===== config.mk =====
export PLATFORM = sky130hd
export DESIGN_NAME = guess_game_ctrl
export DESIGN_NICKNAME = d
export VERILOG_FILES = /design/src/rtl/guess_game_ctrl.sv
export SDC_FILE = /design/constraint.sdc
export NUM_CORES = 1
export LEC_CHECK = 0
export CORE_MARGIN = 2
export CORE_UTILIZATION = 40
export CTS_CLUSTER_SIZE = 12
export DETAILED_ROUTE_END_ITERATION = 6
export HOLD_SLACK_MARGIN = 0.15
export SYNTH_ARGS = -nofsm -noshare
export SYNTH_HDL_FRONTEND = slang
export SYNTH_SLANG_ARGS = --single-unit

===== constraint.sdc =====
create_clock -name clk -period 2.1 [get_ports clk]
set_input_delay 0.63 -clock clk [delete_from_list [all_inputs] [get_ports clk]]
set_output_delay 0.63 -clock clk [all_outputs]
set_load 0.02 [all_outputs]

===== src/rtl/guess_game_ctrl.sv =====
// Clocked 3-digit guessing game: button edges drive digit entry, LFSR picks the answer, LEDs show the compare result.
// Button actions land one cycle after sampling; a submit shows its result two cycles later and holds it HOLD_CYCLES cycles, with no backpressure.
module guess_game_ctrl #(
    parameter int          HOLD_CYCLES = 50000000,
    parameter int          MAX_TRIES   = 10,
    parameter logic [15:0] LFSR_SEED   = 16'hACE1
) (
    input  logic        clk,
    input  logic        rst,
    input  logic [3:0]  s,
    input  logic [2:0]  button,
    output logic [3:0]  digit1,
    output logic [3:0]  digit10,
    output logic [3:0]  digit100,
    output logic [1:0]  cursor,
    output logic [9:0]  banana,
    output logic [3:0]  tries,
    output logic [11:0] answer
);

    localparam int             TW        = (HOLD_CYCLES > 1) ? $clog2(HOLD_CYCLES) : 1;
    localparam logic [TW-1:0]  HOLD_LOAD = TW'(HOLD_CYCLES - 1);
    localparam logic [3:0]     MAX_T     = 4'(MAX_TRIES);

    localparam logic [2:0] ST_IDLE  = 3'd0;
    localparam logic [2:0] ST_GEN   = 3'd1;
    localparam logic [2:0] ST_INPUT = 3'd2;
    localparam logic [2:0] ST_CHECK = 3'd3;
    localparam logic [2:0] ST_SHOW  = 3'd4;
    localparam logic [2:0] ST_WIN   = 3'd5;
    localparam logic [2:0] ST_LOSE  = 3'd6;

    localparam logic [9:0] PAT_HIGH = 10'b1111100000;
    localparam logic [9:0] PAT_LOW  = 10'b0000011111;
    localparam logic [9:0] PAT_WIN  = 10'b1111111111;
    localparam logic [9:0] PAT_LOSE = 10'b1010101010;

    logic [2:0]    state;
    logic [15:0]   lfsr;
    logic [15:0]   lfsr_next;
    logic [2:0]    btn_q;
    logic [2:0]    rise;
    logic [TW-1:0] timer;
    logic          match;
    logic          mode_on;
    logic [11:0]   guess;

    function automatic logic [3:0] fold_digit(input logic [3:0] nib);
        return (nib >= 4'd10) ? (nib - 4'd10) : nib;
    endfunction

    function automatic logic [3:0] inc_digit(input logic [3:0] d);
        return (d == 4'd9) ? 4'd0 : (d + 4'd1);
    endfunction

    // Right-shifting Galois form of x^16+x^14+x^13+x^11+1
    assign lfsr_next = {1'b0, lfsr[15:1]} ^ (lfsr[0] ? 16'hB400 : 16'h0000);
    assign rise      = button & ~btn_q;
    assign mode_on   = (s == 4'b0010);
    // BCD digits below ten compare correctly as one unsigned number
    assign guess     = {digit100, digit10, digit1};

    always_ff @(posedge clk) begin
        if (rst) begin
            lfsr  <= LFSR_SEED;
            btn_q <= 3'b111;
        end else begin
            lfsr  <= lfsr_next;
            btn_q <= button;
        end

        if (rst || !mode_on) begin
            state    <= ST_IDLE;
            digit1   <= 4'd0;
            digit10  <= 4'd0;
            digit100 <= 4'd0;
            cursor   <= 2'd2;
            banana   <= 10'd0;
            tries    <= 4'd0;
            answer   <= 12'd0;
            timer    <= '0;
            match    <= 1'b0;
        end else begin
            case (state)
                ST_IDLE: state <= ST_GEN;
                ST_GEN: begin
                    answer   <= {fold_digit(lfsr[11:8]), fold_digit(lfsr[7:4]), fold_digit(lfsr[3:0])};
                    digit1   <= 4'd0;
                    digit10  <= 4'd0;
                    digit100 <= 4'd0;
                    cursor   <= 2'd2;
                    tries    <= 4'd0;
                    banana   <= 10'd0;
                    match    <= 1'b0;
                    state    <= ST_INPUT;
                end
                ST_INPUT: begin
                    if (rise[0]) begin
                        state <= ST_CHECK;
                    end else if (rise[2]) begin
                        case (cursor)
                            2'd0:    digit1   <= inc_digit(digit1);
                            2'd1:    digit10  <= inc_digit(digit10);
                            2'd2:    digit100 <= inc_digit(digit100);
                            default: ;
                        endcase
                    end else if (rise[1]) begin
                        cursor <= (cursor == 2'd2) ? 2'd0 : (cursor + 2'd1);
                    end
                end
                ST_CHECK: begin
                    if (guess > answer)      banana <= PAT_HIGH;
                    else if (guess < answer) banana <= PAT_LOW;
                    else                     banana <= PAT_WIN;
                    match <= (guess == answer);
                    tries <= (tries == 4'd15) ? tries : (tries + 4'd1);
                    timer <= HOLD_LOAD;
                    state <= ST_SHOW;
                end
                ST_SHOW: begin
                    if (timer == '0) begin
                        if (match) begin
                            state <= ST_WIN;
                        end else if (tries == MAX_T) begin
                            banana <= PAT_LOSE;
                            state  <= ST_LOSE;
                        end else begin
                            banana <= 10'd0;
                            state  <= ST_INPUT;
                        end
                    end else begin
                        timer <= timer - 1'b1;
                    end
                end
                ST_WIN: begin
                    banana <= PAT_WIN;
                    if (rise[0]) state <= ST_GEN;
                end
                ST_LOSE: begin
                    banana <= PAT_LOSE;
                    if (rise[0]) state <= ST_GEN;
                end
                default: state <= ST_IDLE;
            endcase
        end
    end

endmodule


==> impl_metrics.py <==
metrics = {
    "status": {
        "status": "finished, final reports clean",
    },
    "route": {
        "drt_pass1_iterations": 4,
        "drc": 0,
        "vias": 3613,
        "ant_nets": 0,
        "routedWlPerCell_um": 13.8,
        "via_per_inst": 5.12,
        "first_iter_violations": 129,
        "wl_mm": 9.74,
    },
    "min_path": {
        "holdCritStartpoint": "lfsr[12]$_SDFF_PP0_",
        "hp-class": "flop to flop",
        "whs_path_depth": 1,
        "hold_end": "lfsr[11]$_SDFF_PP1_",
    },
    "synth": {
        "async_flop_share": 0,
        "synth_seq_cells": 83,
        "synth_enable_flop_cells": 0,
        "seq_area_frac_synth": 0.404,
        "avgSynthCellArea_sq_um": 8.36,
        "syn_area_sq_um": 4110,
        "yosysUniqueCellTypes": 50,
        "synth_nets": 525,
        "synth_warnings": 0,
        "dominantRegCellSynth": "dfxtp_1",
        "synthCells": 492,
    },
    "critical_path": {
        "cp.arrival_ns": 2.34,
        "worstPathMaxFanout": 5,
        "critical_path_class": "flop to flop",
        "reg2reg_setup_slack_ns": 0.02,
        "r2r_end": "state[2]$_SDFFE_PP0P_",
        "r2r_start": "timer[8]$_SDFFE_PP0P_",
        "start_kind": "flop",
        "required_ns": 2.36,
        "endpoint_kind": "flop",
        "reg2reg_depth": 7,
    },
    "final_layout": {
        "instances_no_fill": 705,
        "final_cell_mix": "dfxtp_1, nor2_1, a21oi_1, buf_4, nand2_1",
        "num_antenna_cells": 0,
        "stdcell_area_sq_um": 5180,
        "fin_nets": 599,
        "drive_gt1_frac": 0.139,
        "final_common_cell": "dfxtp_1",
        "syn_to_final_growth_pct": 26.0,
    },
    "floorplan": {
        "die_y_um": 105,
        "start_util": 0.406,
        "die-width_um": 105,
        "ioPinCount": 49,
        "die_area_sq_um": 11100,
        "rows": 37,
        "fp.coreArea_sq_um": 10100,
    },
    "sta": {
        "fmax_ghz": 0.481,
        "rsz0062_at_grt": "true",
        "max_slew_margin": 0.645,
        "min_period_over_period": 0.989,
        "setup_viol": 0,
        "worstMarginPinSlew_ns": 0.527,
        "skew_ns": 0.00711,
        "hold_violations": 0,
        "period_minus_slack_ns": 2.08,
        "finalMaxSlewViolations": 0,
        "setup_ws_ns": 0.0223,
    },
    "placed_design": {
        "dpl.hpwl_mm": 7.08,
        "place_congestion": 0.813,
        "dp_cells": 690,
        "io_buffers": 48,
        "pre_cts_slack_ns": -0.293,
        "postPlaceCellArea_sq_um": 4930,
    },
    "pwr": {
        "cellPowerDensity_nw_per_um2": 548,
        "p_total_mw": 2.84,
        "leakage_nw": 2.10,
        "ir_worst_vdd_uv": 283,
    },
    "cts": {
        "numCtsBuffers": 9,
        "h-tree-depth": 3,
        "postCtsHoldBufs": 0,
        "cts-root-buf": "clkbuf_8",
        "cts_sinks": 83,
        "clock_latency_ns": 0.36,
        "clk_pin_slew_ns": 0.08,
        "cts_tree": "yes",
        "cts.path.max_buffers": 2,
    },
    "global_route": {
        "grt_first_pass_wirelength_mm": 15.8,
        "overflow": 0,
        "first_global_vias": 3392,
        "grt_max_degree": 28,
        "antenna_found_initial": 0,
        "track_usage": 0.177,
    },
    "run": {
        "cap_violations": 0,
    },
}
==> layout make-up <==
type                            count  area, sq um
Fill cell                         950         4960
Multi-Input combinational cell    356         2270
Sequential cell                    83         1660
Timing Repair Buffer               86          785
Tap cell                          136          170
Clock buffer                       11          141
Inverter                           30          113
Clock inverter                      3         40.0
==> metrics by stage <==
step	TNS, ns	utilization	hold slack [ns]
6_report	0	0.511	0.424
3_5_place_dp	-4.70	0.486	0.413
5_1_grt	-0.628	0.511	0.459
3_3_place_gp	-2.40	0.486	0.399
2_1_floorplan	0	-	0.389
4_1_cts	0	0.504	0.432
==> critical path: stages, from the launching register on <==
cell      delay (ns)
dfxtp_2         0.33
or4_4           0.56
nor4_4          0.29
buf_4           0.19
nand3_1         0.12
a22oi_1         0.16
o221ai_1        0.14
and3_1          0.19
==> power breakdown <==
| group | internal (mW) | switching (mW) |
|---|---|---|
| combinational | 0.0514 | 0.0490 |
| sequential | 1.60 | 0.0201 |
| clock | 0.566 | 0.553 |
==> registers in the layout, indices dropped and copies added (netlist names) <==
signal	count
lfsr	16
match	1
digit100	4
btn_q	3
tries	4
digit1	4
cursor	2
digit10	4
timer	26
answer	12
state	3
banana	4
==> metal layers <==
layer,share of wire,vias up,GRT usage
met5,0,-,0
met2,0.49,42,0.297
li1,-,1859,-
met3,0.029,12,0.0390
met1,0.47,1700,0.218
met4,0.015,0,0.0762
==> kinds of logic (layout without fill, tap and decap cells) <==
logic type / count (synthesis) / after routing / share of synthesized area
flip-flops: 83 / 83 / 0.404
XOR/XNOR: 28 / 28 / 0.0596
adder cells (fa/ha/maj): 24 / 24 / 0.0730
AND/OR/NAND/NOR: 191 / 191 / 0.242
buffers and inverters: 53 / 130 / 0.0545
multiplexers: 2 / 2 / 0.00517
AO/OA/AOI/OAI: 111 / 111 / 0.162
==> worst max path at each step <==
| stage | from | endpoint | slack [ns] | depth (start not counted) |
|---|---|---|---|---|
| CTS | digit100[2]$_SDFFE_PP0P_ | digit100[2] | 0.004 | 1 |
| floorplan | timer[3]$_SDFFE_PP0P_ | timer[3]$_SDFFE_PP0P_ | 0.008 | 7 |
| finish | timer[8]$_SDFFE_PP0P_ | state[2]$_SDFFE_PP0P_ | 0.02 | 7 |
| global route | timer[0]$_SDFFE_PP0P_ | timer[12]$_SDFFE_PP0P_ | -0.09 | 8 |
| detailed placement | button[0] | digit10[2]$_SDFFE_PP0P_ | -0.29 | 8 |
| global placement | button[0] | digit10[2]$_SDFFE_PP0P_ | -0.20 | 8 |
==> Yosys cell counts (all sizes together) (2+ instances only) <==
cell type / n / area [sq um]
dfxtp: 83 / 1660
or4: 4 / 33.8
nand3: 16 / 80.1
a31oi: 6 / 43.8
nand2b: 10 / 62.6
nand3b: 4 / 30.0
nor4: 7 / 58.8
o21ai: 22 / 110
a22oi: 6 / 45.0
nand4: 6 / 37.5
o211ai: 6 / 45.0
nor2b: 11 / 68.8
and3: 2 / 12.5
clkbuf: 14 / 52.6
nor3: 16 / 91.3
and2: 2 / 12.5
nand2: 38 / 143
inv: 30 / 113
or2: 9 / 56.3
xnor2: 14 / 123
xor2: 14 / 123
a211oi: 12 / 90.1
nor4bb: 2 / 20.0
a21oi: 49 / 245
nor2: 54 / 203
ha: 24 / 300
a311oi: 2 / 17.5
nor3b: 4 / 30.0
buf: 9 / 58.8
a31o: 2 / 17.5
==> what timing repair did <==
| item | CTS | global route |
|---|---|---|
| pin swaps | 1 | 5 |
| endpoints found under the setup margin | 9 | 34 |
| resized for setup | 8 | 20 |
| setup buffers | 0 | 1 |
No activity file was read; power rests on OpenSTA's default activity.
